$ cat src/rtl/oe_cfg_pkg.sv
// Shared types and constants for the output-enable configuration loader.
package oe_cfg_pkg;

    // Frame reception states.
    typedef enum logic [2:0] {
        ST_IDLE,
        ST_HDR,
        ST_PAY,
        ST_PAR,
        ST_DONE,
        ST_ERR
    } state_e;

    // Width of one macrocell output-enable mux field.
    localparam int OE_FIELD_W = 3;

    // Frame sync byte used unless the instance overrides it.
    localparam logic [7:0] DEFAULT_HEADER = 8'hA5;

    // Named oe_mux codes. The loader treats them as opaque data.
    localparam logic [2:0] OE_OFF  = 3'b000;
    localparam logic [2:0] OE_GOE0 = 3'b001;
    localparam logic [2:0] OE_GOE1 = 3'b100;
    localparam logic [2:0] OE_GOE2 = 3'b101;
    localparam logic [2:0] OE_GOE3 = 3'b010;
    localparam logic [2:0] OE_GOE4 = 3'b011;
    localparam logic [2:0] OE_GOE5 = 3'b110;
    localparam logic [2:0] OE_PT5  = 3'b111;

endpackage

$ cat src/rtl/oe_cfg_loader.sv
// Serial loader for the per-macrocell oe_mux fields. A frame is a sync
// header, the payload, and an even-parity bit. The payload is assembled
// in a shadow register and only copied to the live outputs once the whole
// frame has checked out, so the GOE selectors never see a partial update.
module oe_cfg_loader
    import oe_cfg_pkg::*;
#(
    parameter int         NUM_MC = 16,
    parameter logic [7:0] HEADER = DEFAULT_HEADER
) (
    input  logic                         clk,
    input  logic                         rst,
    input  logic                         cfg_start,
    input  logic                         cfg_abort,
    input  logic                         cfg_bit,
    input  logic                         cfg_valid,
    output logic                         cfg_ready,
    output logic                         busy,
    output logic                         done,
    output logic                         err,
    output logic [OE_FIELD_W*NUM_MC-1:0] oe_mux_flat
);

    localparam int PAY_W = OE_FIELD_W * NUM_MC;
    localparam int CNT_W = $clog2(PAY_W + 9);

    // Counter values of the last header bit and the last payload bit.
    localparam logic [CNT_W-1:0] HDR_LAST = CNT_W'(7);
    localparam logic [CNT_W-1:0] PAY_LAST = CNT_W'(8 + PAY_W - 1);

    state_e             state_q, state_d;
    logic [CNT_W-1:0]   cnt_q, cnt_d;
    logic [6:0]         hdr_q, hdr_d;
    logic [PAY_W-1:0]   shadow_q, shadow_d;
    logic               par_q, par_d;
    logic [PAY_W-1:0]   oe_q, oe_d;
    logic               ready_q, ready_d;
    logic               busy_q, busy_d;
    logic               done_q, done_d;
    logic               err_q, err_d;
    logic               xfer;

    // ready_q is high exactly in the bit-accepting states, so it doubles as the handshake qualifier.
    assign xfer = cfg_valid && ready_q;

    // Next-state and next-output logic; abort outranks start, which outranks any bit transfer.
    always_comb begin
        state_d  = state_q;
        cnt_d    = cnt_q;
        hdr_d    = hdr_q;
        shadow_d = shadow_q;
        par_d    = par_q;
        oe_d     = oe_q;
        ready_d  = ready_q;
        busy_d   = busy_q;
        done_d   = 1'b0;
        err_d    = err_q;

        if (cfg_abort) begin
            state_d = ST_IDLE;
            ready_d = 1'b0;
            busy_d  = 1'b0;
        end else if (cfg_start) begin
            state_d  = ST_HDR;
            cnt_d    = '0;
            hdr_d    = '0;
            shadow_d = '0;
            par_d    = 1'b0;
            err_d    = 1'b0;
            ready_d  = 1'b1;
            busy_d   = 1'b1;
        end else begin
            case (state_q)
                ST_HDR: begin
                    if (xfer) begin
                        hdr_d = {hdr_q[5:0], cfg_bit};
                        cnt_d = cnt_q + CNT_W'(1);
                        if (cnt_q == HDR_LAST) begin
                            if ({hdr_q, cfg_bit} == HEADER) begin
                                state_d = ST_PAY;
                            end else begin
                                state_d = ST_ERR;
                                err_d   = 1'b1;
                                ready_d = 1'b0;
                                busy_d  = 1'b0;
                            end
                        end
                    end
                end
                ST_PAY: begin
                    if (xfer) begin
                        // Shifting in from the top leaves the first payload bit at shadow bit 0.
                        shadow_d = {cfg_bit, shadow_q[PAY_W-1:1]};
                        par_d    = par_q ^ cfg_bit;
                        cnt_d    = cnt_q + CNT_W'(1);
                        if (cnt_q == PAY_LAST) begin
                            state_d = ST_PAR;
                        end
                    end
                end
                ST_PAR: begin
                    if (xfer) begin
                        ready_d = 1'b0;
                        busy_d  = 1'b0;
                        if ((par_q ^ cfg_bit) == 1'b0) begin
                            state_d = ST_DONE;
                            oe_d    = shadow_q;
                            done_d  = 1'b1;
                        end else begin
                            state_d = ST_ERR;
                            err_d   = 1'b1;
                        end
                    end
                end
                ST_DONE: begin
                    state_d = ST_IDLE;
                end
                ST_ERR: begin
                    state_d = ST_ERR;
                end
                ST_IDLE: begin
                    state_d = ST_IDLE;
                end
                default: begin
                    state_d = ST_IDLE;
                    ready_d = 1'b0;
                    busy_d  = 1'b0;
                end
            endcase
        end
    end

    // State, datapath and registered outputs; reset discards any frame and disables every output.
    always_ff @(posedge clk or posedge rst) begin
        if (rst) begin
            state_q  <= ST_IDLE;
            cnt_q    <= '0;
            hdr_q    <= '0;
            shadow_q <= '0;
            par_q    <= 1'b0;
            oe_q     <= '0;
            ready_q  <= 1'b0;
            busy_q   <= 1'b0;
            done_q   <= 1'b0;
            err_q    <= 1'b0;
        end else begin
            state_q  <= state_d;
            cnt_q    <= cnt_d;
            hdr_q    <= hdr_d;
            shadow_q <= shadow_d;
            par_q    <= par_d;
            oe_q     <= oe_d;
            ready_q  <= ready_d;
            busy_q   <= busy_d;
            done_q   <= done_d;
            err_q    <= err_d;
        end
    end

    assign cfg_ready   = ready_q;
    assign busy        = busy_q;
    assign done        = done_q;
    assign err         = err_q;
    assign oe_mux_flat = oe_q;

endmodule

$ cat config.mk
export PLATFORM = sky130hd
export DESIGN_NAME = oe_cfg_loader
export DESIGN_NICKNAME = d
export VERILOG_FILES = /design/src/rtl/oe_cfg_pkg.sv /design/src/rtl/oe_cfg_loader.sv
export SDC_FILE = /design/constraint.sdc
export NUM_CORES = 1
export LEC_CHECK = 0
export CAP_MARGIN = 5
export CORE_MARGIN = 1.5
export CORE_UTILIZATION = 55
export CTS_CLUSTER_SIZE = 14
export DETAILED_ROUTE_END_ITERATION = 16
export PLACE_DENSITY = 0.79
export SYNTH_ARGS = -nofsm -noshare
export SYNTH_HDL_FRONTEND = slang
export SYNTH_SLANG_ARGS = --single-unit
$ cat constraint.sdc
create_clock -name clk -period 6.55 [get_ports clk]
set_input_delay 1.31 -clock clk [delete_from_list [all_inputs] [get_ports clk]]
set_output_delay 1.31 -clock clk [all_outputs]
set_load 0.1 [all_outputs]
### Yosys cells after proc, flatten, opt, wreduce, memory -nomap -nowiden

Index checks and enable logic that the tools add are counted.

* register bits after elaboration: 116
* bits in latches: 0
* RAM bits: 0
* memory bits (read-only): 0
* bits of input ports: 6
* output and inout bits: 52
* word-level logic and storage cells: 91
* memories kept: 0

* $add $sub $neg: 1
* multipliers: 0
* div/mod/pow operators: 0
* $lt $le $gt $ge: 0
* eq/ne operators: 20
* shift operators: 0
* multiplexer cells: 41
* bitwise logic cells: 4
* reduce and logical (&&, ||, !) cells: 16

Operators with widths (count)
* 2-to-1 mux 48 bit: 3
* 2-to-1 mux 3 bit: 8
* != test 4 bit (second input constant): 6
* 2-to-1 mux 1 bit: 21
* 2-to-1 mux 7 bit: 3
* 2-to-1 mux 6 bit: 3
* != test 3 bit (second input constant): 5
* AND reduction 5 bit: 3
* one-hot mux 3 bit (4 select lines): 1
* AND reduction 3 bit: 3
* equality test 8 bit (second input constant): 1
* nonzero test 2 bit: 4
* AND reduction 7 bit: 1
* adder 6 x 1 -> 6 bit (second input constant): 1
* equality test 3 x 2 -> 1 bit (second input constant): 2
* equality test 3 bit (second input constant): 2
* equality test 6 x 3 -> 1 bit (second input constant): 1
* equality test 6 bit (second input constant): 1
* OR reduction 4 bit: 1
* equality test 3 x 1 -> 1 bit (second input constant): 1
* zero test 3 bit: 1
* != test 3 x 1 -> 1 bit (second input constant): 1
* NOT 1 bit: 3
* one-hot mux 1 bit (3 select lines): 1
* other kinds (5): 5

### Logic depth before layout (Yosys ltp)

Gate-level depths: netlist (run 1).

* depth in word-level cells: 7
* mapped depth: 7
* mapped depth without buffers: 5

### Worst setup path before layout (run 1)

Ideal clock, no wire load.

* path type: register to output
* start point: register, netlist name busy
* end point: output cfg_ready
* arrival: 1.336 ns
* data required time: 5.240 ns
* path slack: 3.904 ns
* cell stages (with the launch flop): 2
* buffers on the path: 1
* cell sequence: dfrtp_1 > buf_4

RTL lines
* to (decl): line oe_cfg_loader.sv:17 `output logic cfg_ready,`

### Worst setup path in the final report (run 1)

* start point: register busy_q (netlist: busy)
* end point: output busy

RTL lines
* from (decl): line oe_cfg_loader.sv:38 `logic busy_q, busy_d;`
* from (signal assigned): line oe_cfg_loader.sv:154 `busy_q <= busy_d;`
* to (decl): line oe_cfg_loader.sv:18 `output logic busy,`

No word-level cell between the ends.

==> metrics.txt, run 1 <==
Most used DFF post-synth dfrtp_1; vias in the first global route 3,415; Crit-path slowest cell clkdlybuf4s50_1; final antenna diode count 0; vias per cell 5.49; Worst Skew 0.00714 ns; Yosys cell types 42; CTS Hold Bufs 0; initial antenna violation count 0; R2R Path Start state_q[1]; outcome finished clean; Critical path origin busy; peak supply drop 195 uV; count leader, synth dfrtp_1; startpoint class of the critical path flop; top sig layer met4; post-synth top area cell dfrtp_1; final count of negative-setup-slack endpoints 0; Clock transition at path regs 0.05 ns; Synth top area share 58.4%; grt ovf 0; share of post-route cells with drive strength above 1 19.5%; Die Wd 98.0 um; Pre-antenna DRT Iters 4; critical path, cell by cell clkdlybuf4s50_1; post-synthesis compound-gate area fraction 9.02%; Layout area overhead 23.0%; area of the multi-input gates 1910 um2; Root Buffer clkbuf_8; Post-Route M1 WL 4250 um; htree depth 4; Syn Inst Count 420; Sequential cell area 2900 um2; post-route cell area 6110 um2; XOR/XNOR Fraction of Synth Area 0.881%; YS warnings 0; Post-DP HPWL 5610 um; worst-path fanout max 11; first-pass GRT wire length 16,400 um; pwr dens 271 nW/um2; fin worst setup slack 2.95 ns; RSZ-0062 raised after global routing no; adder-cell area share of the yosys netlist 0.252%; Buffers on Ports 57; Power Total 1.66 mW; worst-skew pair later-pin latency 0.51 ns; wire per inst 15.7 um; Post-CTS Setup Inserts 0; Setup CP Type reg2out; HP Start oe_mux_flat[9]; Post-Syn Area 4970 um2; critical path's largest stage delay 1.21 ns; Yosys reg bits 116; Final #Nets 481; # clock sinks 116; mux share of post-synthesis cell area 12.2%; metal3 WL 481 um; worst slack at placement 2.59 ns; Setup TNS 0 ns; GPL Wtd Cong 0.871; syn_nets 427; Cells after DPL 563; static leakage 2.76 nW; Req. time, crit path 5.24 ns; I/O pin total 58; hold slack final 0.501 ns; largest family of logic cells by synthesized area simple AND/OR/NAND/NOR gates; crit path time final 3.60 ns; Commonest cells post-synth dfrtp_1 (116), nand2_1 (59), o21ai_0 (54), nand2b_1 (51), mux2_2 (40); Synth area leaders dfrtp_1 (58%), mux2_2 (9.1%), nand2b_1 (6.4%); drt total wl 9350 um; fin util 70.1%; CP Capture Type output pin; drt drc 0; actual slew at the worst max-slew pin 1.05 ns; Initial Utilization 57.0%; WL met2 4450 um; Slew Limit Fails 0; CTS buffer count 17; die area 9610 um2; largest net degree at the start of global routing 75; Hold Crit Class reg2reg; Max Freq 278 MHz; Hold Vio Cnt, Final 0; final-layout fill cell count 613; final std cells w/o fill 595; Resized cells post-CTS 0; Core Area 8720 um2; gr usage total 21.5%; Site Rows 34; sequential share of the synthesized area 58.4%; worst endpoint data arrival time 2.29 ns; CP delay by family, top buffers and inverters; DRT antenna net count 0; Rel. slew slack 30.1%; via count 3,267; CTS tree done; Post-synth EDFFs 0; async set or reset register ratio after synthesis 100%; Max-cap violations 0; Die Span Y 98.0 um; period utilisation layout 54.9%; DP Area 5570 um2; Critical path buffers and inverters 1; post-synthesis simple-gate area fraction 16.0%; DRC marker count from the first detailed-route iteration 209; syn_area_per_cell 11.8 um2; worst-case clock buffer depth 2
==> flip-flops by register name (all words and copies together), names as in the netlist <==
name and flops:
oe_mux_flat 48, state_q 3, shadow_q 48, err 1, par_q 1, done 1, hdr_q 7, busy 1
cnt_q 6
==> kinds of logic after synthesis <==
kind of cell,count (synthesis)
mux,51
xor+xnor,5
flops,116
simple gates,142
fa+ha+maj,1
buf+inv,31
compound gates,74
==> cells in the final DEF (no fill, tap or decap), drive strengths merged, types with 4 or more instances in the layout <==
cell	instances
xnor2	5
inv	6
nor2	6
clkbuf	20
buf	5
o21ai	54
a22o	8
mux2	49
clkinv	8
nor3	4
dfrtp	116
nand2b	52
nand2	59
clkdlybuf4s50	57
==> area by class of cell <==
type / count / area share [%]
Clock buffer: 20 / 7.12
Clock inverter: 12 / 1.74
Multi-Input combinational cell: 273 / 31.2
Inverter: 4 / 0.287
Tap cell: 108 / 2.21
Sequential cell: 116 / 47.5
Timing Repair Buffer: 62 / 9.95
==> power by group <==
part | total (mW) | switching, mW | leakage, nW | internal (mW)
Combinational | 0.0857 | 0.0603 | 0.881 | 0.0254
Clock | 0.833 | 0.321 | 0.269 | 0.512
Sequential | 0.739 | 0.0124 | 1.61 | 0.727
Total | 1.66 | 0.394 | 2.76 | 1.26
==> routing by layer <==
layer	vias to the layer above	GRT usage [%]
met3	17	6.59
met5	-	0
met4	0	8.57
met2	93	32.8
li1	1547	-
met1	1610	29.1
==> path summary, 6_finish.rpt <==
check | endpoint | slack, ns | cells after the start
worst max-delay path | busy | 2.95 | 1
worst min-delay path | oe_mux_flat[9] | 0.50 | 1
worst max register to register | par_q | 3.98 | 5
worst min register to register | oe_mux_flat[9] | 0.50 | 1
max in group asynchronous | par_q | 4.11 | 3
min in group asynchronous | oe_mux_flat[37] | 1.37 | 2
(Power assumes the default switching activity.)
==> run 2, diff against run 1 <==
- CORE_UTILIZATION: 55 -> 50
- PLACE_DENSITY: 0.79 -> 0.75
- clock period: 6.55 -> 3 ns (I/O delays scaled with it)
==> run 2 against run 1 <==
- clock power is 140% higher
- core utilization decreased by 7.3 points
- sequential power up 120%
- global-route usage decreased by 2.8 points
- clock skew increased by 0.0037 ns
- highest routed layer unchanged
- cell count up 4.0%
- register-to-register slack lost 2.9 ns
- worst setup slack got worse by 2.1 ns
- largest cell class unchanged
- die area grew 9.7%
- critical path depth rose by 4
==> metrics.txt, run 2 (synthesis results as in run 1) <==
outcome finished clean; I/O pin total 58 (unchanged); pwr dens 628 nW/um2 (+130%); grt ovf 0 (unchanged); Buffers on Ports 57 (unchanged); vias in the first global route 3,068 (-10%); DRC marker count from the first detailed-route iteration 165 (-21%); Root Buffer clkbuf_8; drt drc 0 (unchanged); Pre-antenna DRT Iters 4 (unchanged); vias per cell 5.19 (-5.4%); post-route cell area 6090 um2 (-0.45%); Hold Vio Cnt, Final 0 (unchanged); Clock transition at path regs 0.06 ns (about the same); worst-case clock buffer depth 2 (unchanged); final count of negative-setup-slack endpoints 0 (unchanged); worst-path fanout max 10 (-1); # clock sinks 116 (unchanged); actual slew at the worst max-slew pin 0.601 ns (-0.444 ns); Post-CTS Setup Inserts 0 (unchanged); commonest non-fill, non-tap cell in the layout dfrtp_1; wire per inst 14.7 um (-6.2%); via count 3,214 (-1.6%); GPL Wtd Cong 0.852 (-2.2%); DRT antenna net count 0 (unchanged); Die Wd 103 um (+4.7%); largest net degree at the start of global routing 117 (+56%); Layout area overhead 22.5%; worst endpoint data arrival time 2.49 ns (+0.20 ns); htree depth 4 (unchanged); Site Rows 36 (+5.9%); CP Capture Type flop; first-pass GRT wire length 15,200 um (-7.6%); Die Span Y 103 um (+4.7%); Hold Crit Class in2reg; CTS tree done; Rel. slew slack 59.9% (+30 points); startpoint class of the critical path input port; critical path's largest stage delay 0.58 ns (-0.63 ns); drt total wl 9120 um (-2.4%); Crit-path slowest cell clkdlybuf4s50_1; final std cells w/o fill 619 (+4.0%); CTS buffer count 17 (unchanged); RSZ-0062 raised after global routing no; critical path, cell by cell clkdlybuf4s50_1 -> nand3b_1 -> nor4_2 -> a21oi_1 -> a31o_2; share of post-route cells with drive strength above 1 30.5% (+11 points); peak supply drop 372 uV (+91%); Worst Skew 0.0108 ns (+0.00366 ns); Max-cap violations 0 (unchanged); Post-DP HPWL 5570 um (-0.72%); CTS Hold Bufs 0 (unchanged); Slew Limit Fails 0 (unchanged); Final #Nets 482 (+0.21%); Setup TNS 0 ns (unchanged); crit path time final 2.11 ns; worst-skew pair later-pin latency 0.50 ns (about the same); Resized cells post-CTS 0 (unchanged); die area 10,500 um2 (+9.7%); period utilisation layout 70.3%; final antenna diode count 0 (unchanged); static leakage 2.89 nW (+4.7%); Req. time, crit path 3.38 ns (-1.86 ns); initial antenna violation count 0 (unchanged); gr usage total 18.7% (-2.8 points); most frequent cells in the layout dfrtp_1 (116), nand2_1 (59), buf_4 (57), o21ai_0 (54), nand2b_1 (51); Max Freq 474 MHz; Core Area 9680 um2 (+11%); DP Area 5490 um2 (-1.5%); Setup CP Type in2reg; Cells after DPL 589 (+4.6%); Initial Utilization 51.3% (-5.7 points)
==> run 2: changes by cell type in the layout (fill, tap and decap cells not counted) <==
cell             previous run  this run
clkinv_4                    3         0
buf_4                       5        57
buf_12                      0         1
clkbuf_8                    2         5
clkbuf_1                    2         1
clkdlybuf4s50_1            57         4
clkinvlp_4                  1         3
inv_6                       2         1
buf_2                       0         1
bufinv_16                   1         3
clkinv_2                    5         2
inv_4                       1         0
==> run 2: critical path: cells and delay by family <==
kind / cells / cell delay [ns]
simple gates: 2 / 0.96
buf+inv: 1 / 0.58
compound gates: 2 / 0.35
==> run 2: where the power goes <==
group          internal (mW)  switching, mW  leakage [nW]
Clock                   1.34          0.677         0.289
Combinational         0.0551          0.131         0.991
Sequential              1.59         0.0279          1.61
Total                   2.99          0.836          2.89
==> run 2: worst paths after layout <==
check | from | end | slack, ns | cells past startpoint
min | cfg_start | state_q[0] | 0.43 | 2
min in group asynchronous | rst | oe_mux_flat[10] | 0.63 | 3
max reg2reg | busy | cnt_q[5] | 1.09 | 4
min reg2reg | shadow_q[0] | shadow_q[0] | 0.48 | 2
max | cfg_abort | cnt_q[5] | 0.89 | 5
max in group asynchronous | rst | hdr_q[3] | 1.92 | 3
==> run 2: area by class of cell <==
type | count | area, um2
Clock buffer | 22 | 473
Clock inverter | 8 | 124
Fill cell | 742 | 3600
Inverter | 4 | 18.8
Multi-Input combinational cell | 273 | 1910
Sequential cell | 116 | 2900
Tap cell | 133 | 166
Timing Repair Buffer | 63 | 493
==> run 2: metrics by stage <==
| stage | hold slack (ns) | power (mW) | utilization, % | setup WS [ns] |
|---|---|---|---|---|
| floorplan | 0.446 | 1.78 | - | 0.708 |
| global placement | 0.460 | 1.82 | 56.7 | 0.577 |
| detailed placement | 0.477 | 1.83 | 56.7 | 0.476 |
| CTS | 0.409 | 3.86 | 62.8 | 0.941 |
| global route | 0.431 | 3.94 | 62.8 | 0.801 |
| finish | 0.431 | 3.82 | 62.8 | 0.891 |
==> run 2: layer usage <==
metal	global-route usage, %	share of wire (%)	vias to the layer above
met3	5.02	4.3	8
li1	-	-	1547
met5	0	0	-
met1	26.3	47	1580
met2	28.1	48	79
met4	6.74	1.1	0
